`src/rtl/fetch_stage.sv`:
```
// fetch_stage
// Instruction-fetch stage of the five-stage core. Holds the fetch PC (PCF),
// issues one request at a time to instruction memory over a valid/ready
// handshake, and loads the IF/ID pipeline register feeding the decoder.
// Redirects from Decode (predicted taken) and Execute (mispredict restore)
// retarget PCF and squash any fetch that the redirect made obsolete.
//
// Ports:
//   clk, rstn                 clock, synchronous active-low reset
//   StallF, StallD, FlushD    hazard-unit controls
//   PCSrcE                    00/11 = PC+4, 01 = PCTargetD, 10 = PCRestoreE
//   PCTargetD, PCRestoreE     redirect targets
//   imem_req, imem_addr       request valid / word-aligned address (PCF)
//   imem_ready                memory accepts the request this cycle
//   imem_rvalid, imem_rdata   response valid / instruction word
//   InstrD, PCD, PCPlus4D     IF/ID instruction, PC, PC+4
//   ValidD                    IF/ID holds a real instruction
module fetch_stage #(
    parameter logic [31:0] RESET_PC  = 32'h0000_0000,
    parameter logic [31:0] NOP_INSTR = 32'h0000_0013
) (
    input  logic        clk,
    input  logic        rstn,
    input  logic        StallF,
    input  logic        StallD,
    input  logic        FlushD,
    input  logic [1:0]  PCSrcE,
    input  logic [31:0] PCTargetD,
    input  logic [31:0] PCRestoreE,
    output logic        imem_req,
    output logic [31:0] imem_addr,
    input  logic        imem_ready,
    input  logic        imem_rvalid,
    input  logic [31:0] imem_rdata,
    output logic [31:0] InstrD,
    output logic [31:0] PCD,
    output logic [31:0] PCPlus4D,
    output logic        ValidD
);

    typedef enum logic [1:0] {
        ST_ISSUE = 2'd0,
        ST_WAIT  = 2'd1,
        ST_HOLD  = 2'd2,
        ST_DROP  = 2'd3
    } state_t;

    state_t      state_reg, state_next;
    logic [31:0] pcf_reg, pcf_next;
    logic [31:0] hold_instr_reg, hold_instr_next;
    logic [31:0] instr_d_reg, instr_d_next;
    logic [31:0] pc_d_reg, pc_d_next;
    logic [31:0] pcplus4_d_reg, pcplus4_d_next;
    logic        valid_d_reg, valid_d_next;

    logic        req_int;
    logic        deliver;
    logic [31:0] deliver_word;
    logic        redir_mis;
    logic        redir_pred;
    logic        redirect;
    logic [31:0] redir_target;
    logic [31:0] pcf_plus4;

    // Decode holds 01 for as long as the branch sits in D, so a stalled D
    // must not re-apply it; the Execute restore always wins.
    assign redir_mis    = (PCSrcE == 2'b10);
    assign redir_pred   = (PCSrcE == 2'b01) && !StallD;
    assign redirect     = redir_mis || redir_pred;
    assign redir_target = redir_mis ? {PCRestoreE[31:2], 2'b00}
                                    : {PCTargetD[31:2], 2'b00};
    assign pcf_plus4    = pcf_reg + 32'd4;

    always_comb begin
        state_next      = state_reg;
        pcf_next        = pcf_reg;
        hold_instr_next = hold_instr_reg;
        instr_d_next    = instr_d_reg;
        pc_d_next       = pc_d_reg;
        pcplus4_d_next  = pcplus4_d_reg;
        valid_d_next    = valid_d_reg;
        req_int         = 1'b0;
        deliver         = 1'b0;
        deliver_word    = imem_rdata;

        case (state_reg)
            ST_ISSUE: begin
                req_int = !StallF;
                if (req_int && imem_ready) begin
                    // The request just accepted targets the old PC; its
                    // response must be thrown away if we redirect now.
                    state_next = redirect ? ST_DROP : ST_WAIT;
                end
            end
            ST_WAIT: begin
                if (imem_rvalid) begin
                    if (redirect || FlushD) begin
                        // Word is obsolete (redirect) or squashed (flush);
                        // PCF is not advanced so a flush causes a refetch.
                        state_next = ST_ISSUE;
                    end else if (StallD) begin
                        hold_instr_next = imem_rdata;
                        state_next      = ST_HOLD;
                    end else begin
                        deliver    = 1'b1;
                        state_next = ST_ISSUE;
                    end
                end else if (redirect) begin
                    state_next = ST_DROP;
                end
            end
            ST_HOLD: begin
                deliver_word = hold_instr_reg;
                if (redirect) begin
                    state_next = ST_ISSUE;
                end else if (!StallD) begin
                    deliver    = !FlushD;
                    state_next = ST_ISSUE;
                end
            end
            ST_DROP: begin
                if (imem_rvalid) begin
                    state_next = ST_ISSUE;
                end
            end
            default: begin
                state_next = ST_ISSUE;
            end
        endcase

        if (redirect) begin
            pcf_next = redir_target;
        end else if (deliver) begin
            pcf_next = pcf_plus4;
        end

        if (FlushD) begin
            instr_d_next   = NOP_INSTR;
            pc_d_next      = 32'd0;
            pcplus4_d_next = 32'd0;
            valid_d_next   = 1'b0;
        end else if (deliver) begin
            instr_d_next   = deliver_word;
            pc_d_next      = pcf_reg;
            pcplus4_d_next = pcf_plus4;
            valid_d_next   = 1'b1;
        end
    end

    always_ff @(posedge clk) begin
        if (!rstn) begin
            state_reg      <= ST_ISSUE;
            pcf_reg        <= RESET_PC;
            hold_instr_reg <= 32'd0;
            instr_d_reg    <= NOP_INSTR;
            pc_d_reg       <= 32'd0;
            pcplus4_d_reg  <= 32'd0;
            valid_d_reg    <= 1'b0;
        end else begin
            state_reg      <= state_next;
            pcf_reg        <= pcf_next;
            hold_instr_reg <= hold_instr_next;
            instr_d_reg    <= instr_d_next;
            pc_d_reg       <= pc_d_next;
            pcplus4_d_reg  <= pcplus4_d_next;
            valid_d_reg    <= valid_d_next;
        end
    end

    // No request may be presented while reset is held.
    assign imem_req  = req_int && rstn;
    assign imem_addr = pcf_reg;
    assign InstrD    = instr_d_reg;
    assign PCD       = pc_d_reg;
    assign PCPlus4D  = pcplus4_d_reg;
    assign ValidD    = valid_d_reg;

endmodule

```
`config.mk`:
```
export PLATFORM = sky130hd
export DESIGN_NAME = fetch_stage
export DESIGN_NICKNAME = d
export VERILOG_FILES = /design/src/rtl/fetch_stage.sv
export SDC_FILE = /design/constraint.sdc
export NUM_CORES = 1
export LEC_CHECK = 0
export CAP_MARGIN = 20
export CORE_ASPECT_RATIO = 1.1
export CORE_MARGIN = 2
export CORE_UTILIZATION = 25
export DETAILED_ROUTE_END_ITERATION = 8
export HOLD_SLACK_MARGIN = 0.03
export PLACE_DENSITY = 0.58
export RECOVER_POWER = 25
export SETUP_SLACK_MARGIN = 0.2
export SLEW_MARGIN = 20
export SYNTH_ARGS = -nofsm -noshare
export SYNTH_HDL_FRONTEND = slang
export SYNTH_SLANG_ARGS = --single-unit
```
`constraint.sdc`:
```
create_clock -name clk -period 2.02 [get_ports clk]
set_input_delay 0.404 -clock clk [delete_from_list [all_inputs] [get_ports clk]]
set_output_delay 0.404 -clock clk [all_outputs]
set_load 0.05 [all_outputs]
```
==> summary.md <==
| Metric | Value |
|---|---|
| Worst reg-to-reg path cell count | `10` |
| Flop2flop setup slack | `-0.5 ps` |
| Number of port buffers | `224` |
| DRC viols | `0` |
| Worst-path fanout max | `7` |
| Initial antenna violation count | `1` |
| Via Count | `between 7000 and 8000` |
| Remaining Overflow, GRT | `0` |
| Setup TNS | `-0.463 ps` |
| Num ports | `235` |
| Critical-path cell list | `inv_2 > ha_4 > nor3b_4 > nand2_4 > nor2_4 > buf_6 > buf_6 > buf_16 > nor2_4 > a211oi_2` |
| Total power | `9.19 mW` |
| Critical Path RT | `around 2400 ps` |
| Cell count after synthesis | `between 800 and 900` |
| Hold Fails Final Rpt | `0` |
| Critical R2R Capture | `PCPlus4D[4]` |
| Top Family by Delay on Critical Path | `simple AND/OR/NAND/NOR gates` |
| Top cells by area, synth | `dfxtp_1, nand2_1, a21oi_1` |
| Layout Cells excl Fill | `roughly 1500` |
| WHS Endpoint | `PCD[7]` |
| Post-synth cell types | `52` |
| Critical path class | `flop to flop` |
| Detailed Route Iter0 Violations | `440` |
| N_diodes | `0` |
| H-tree depth | `4` |
| CP peak stage delay | `340 ps` |
| Post-synth EDFFs | `0` |
| Sequential share of the synthesized area | `between 40% and 50%` |
| Vias in the first global route | `7090` |
| Slew margin rel. | `between 50% and 60%` |
| Top cells by count, synth | `nand2_1, dfxtp_1, a21oi_1, nor2_1, a211oi_1` |
| FF-to-FF Start | `state_reg[1]` |
| Post-Syn Area | `between 0.007 and 0.008 mm2` |
| Worst Setup End Kind | `flop` |
| Die area | `roughly 0.03 mm2` |
| Max clock buf depth | `2` |
| Period Utilization, post-route | `100%` |
| Failing checks | `setup timing` |
| Min cycle time layout | `2020 ps` |
| CTS buffer count | `17` |
| Initial Utilization | `25.5%` |
| Chip Height | `181 um` |
| Clk_skew | `between 10 and 15 ps` |
| Post-route ant nets | `0` |
| Die width | `165 um` |
| Worst ir drop on vdd | `0.420 mV` |
| Slowest cell on crit path | `dfxtp_2` |
| Number of vias per cell | `4.86` |
| Syn Area/Cell | `a little over 8 um2` |
| Synth Flop Type | `dfxtp_1` |
| Total power per unit cell area | `770 mW/mm2` |
| Leak | `4.47 nW` |
| Core Box Area | `0.0279 mm2` |
| Final setup fails | `1` |
| Post-synth ARST share | `0%` |
| Buf/Inv on CP | `4` |
| Worst-path clk slew | `60 ps` |
| # rows | `64` |
| Pins Over Slew Limit | `0` |
| Area Overhead vs Synth | `68.1%` |
| Top cell type's share of synthesized area | `44.3%` |
| Placed cell areas | `0.0101 mm2` |
| Largest net degree at the start of global routing | `41` |
| Hold crit path type | `flop to flop` |
| Critical Path AT | `2370 ps` |
| Root buf cell | `clkbuf_16` |
| CTS sink cnt | `157` |
| Post-synth top area cell | `dfxtp_1` |
| Top-count cell post-synth | `nand2_1` |
| Final worst slack | `-0.463 ps` |
| Max-cap violation count | `0` |
| Hold path depth | `2` |
| Yosys reg bits | `approximately 160` |
| Max Freq | `0.495 GHz` |
| Cell total after placement | `~1400` |
| Post-DP HPWL | `approximately 19000 um` |
| Layout cells sized above 1 | `approximately 30%` |
| Gr usage total | `around 18%` |
| Worst hold start | `PCD[7]` |
| RSZ-0062 raised after global routing | `true` |
| Final Instance Area | `about 0.012 mm2` |
| First-pass GRT wire length | `40800 um` |
| CP startpoint kind | `flop` |
| Gp weighted congestion | `between 0.8 and 0.9` |
| CTS Hold Bufs | `0` |
| Layout Nets | `around 1300` |
| CTS tree | `done` |
| Run status | `finished with violations` |
| Yosys warns | `0` |
| Clk_lat worst skew | `approximately 430 ps` |
| Post-Route WL | `28300 um` |
| Router iterations before antenna repair | `5` |
| WL/cell | `18.7 um` |
| Worst Tran Pin Value | `748 ps` |
-- worst reg2reg max path: stages (launching register included) --
cell and delay [ps]:
dfxtp_2 340, inv_2 50, ha_4 260, nor3b_4 270, nand2_4 150, nor2_4 210
buf_6 180, buf_6 130, buf_16 150, nor2_4 40, a211oi_2 170
-- where the power goes --
| part | switching [mW] | internal (mW) |
|---|---|---|
| registers | 0.148 | 3.22 |
| logic | 1.41 | 1.16 |
| clock network | 1.42 | 1.84 |
-- stage by stage --
step           worst slack, ps  utilization (%)  hold slack [ps]
3_5_place_dp              -263             36.4              446
3_3_place_gp              -229             36.4              441
6_report                -0.463             42.8              452
5_1_grt                  -72.5             42.8              468
2_1_floorplan              105                -              436
4_1_cts                   56.2             40.6              455
-- cell type report --
cell class                 instances  area [um2]
clock inverter                    15         161
sequential                       157        3200
multi-input combinational        618        4460
fill                            2796       15900
tap                              363         454
timing repair buffer             339        3200
inverter                           7        31.3
clock buffer                      17         425
-- cell usage in the layout (no fill, tap or decap), types with 24 or more instances in the layout --
cell	netlist	routed
a211oi_2	0	34
a21oi_1	96	76
buf_4	6	72
clkbuf_1	46	48
clkdlybuf4s50_1	0	99
dfxtp_1	157	130
dlygate4sd2_1	0	57
mux2i_1	32	32
nand2_1	159	142
nor2_1	62	24
nor2_4	1	30
xor2_1	26	26
-- routing by layer --
layer / share of wire, % / up-vias / track usage [%]
met3: 6.3 / 36 / 4.71
met2: 49 / 235 / 30.7
met1: 43 / 3536 / 21.7
met4: 1.9 / 2 / 5.25
li1: - / 3564 / -
met5: 0.046 / - / 0
-- cell families after synthesis --
family,count (synthesis),share of synthesized area [%]
AOI/OAI and AO/OA,216,18.8
buffers and inverters,85,5.22
and+or+nand+nor,309,20.1
muxes,32,4.51
adders and majority gates,6,1.06
xor gates and xnor gates,49,6.05
other,1,0.0528
DFF,157,44.3
-- worst max path at each step --
stage / cells past startpoint / to / start
final: 10 / PCPlus4D[4] / state_reg[1]
after detailed placement: 7 / imem_addr[28] / StallD
after floorplan: 4 / imem_req / rstn
after CTS: 8 / imem_addr[30] / state_reg[1]
after global routing: 10 / PCPlus4D[4] / state_reg[1]
after global placement: 7 / imem_addr[30] / StallD
-- what timing repair did --
item / CTS / global route
setup buffers: 16 / 11
setup endpoints to repair: 183 / 131
gates resized for setup: 145 / 169
cloned: 8 / 7
pin swaps: 47 / 58
(Power assumes the default switching activity.)
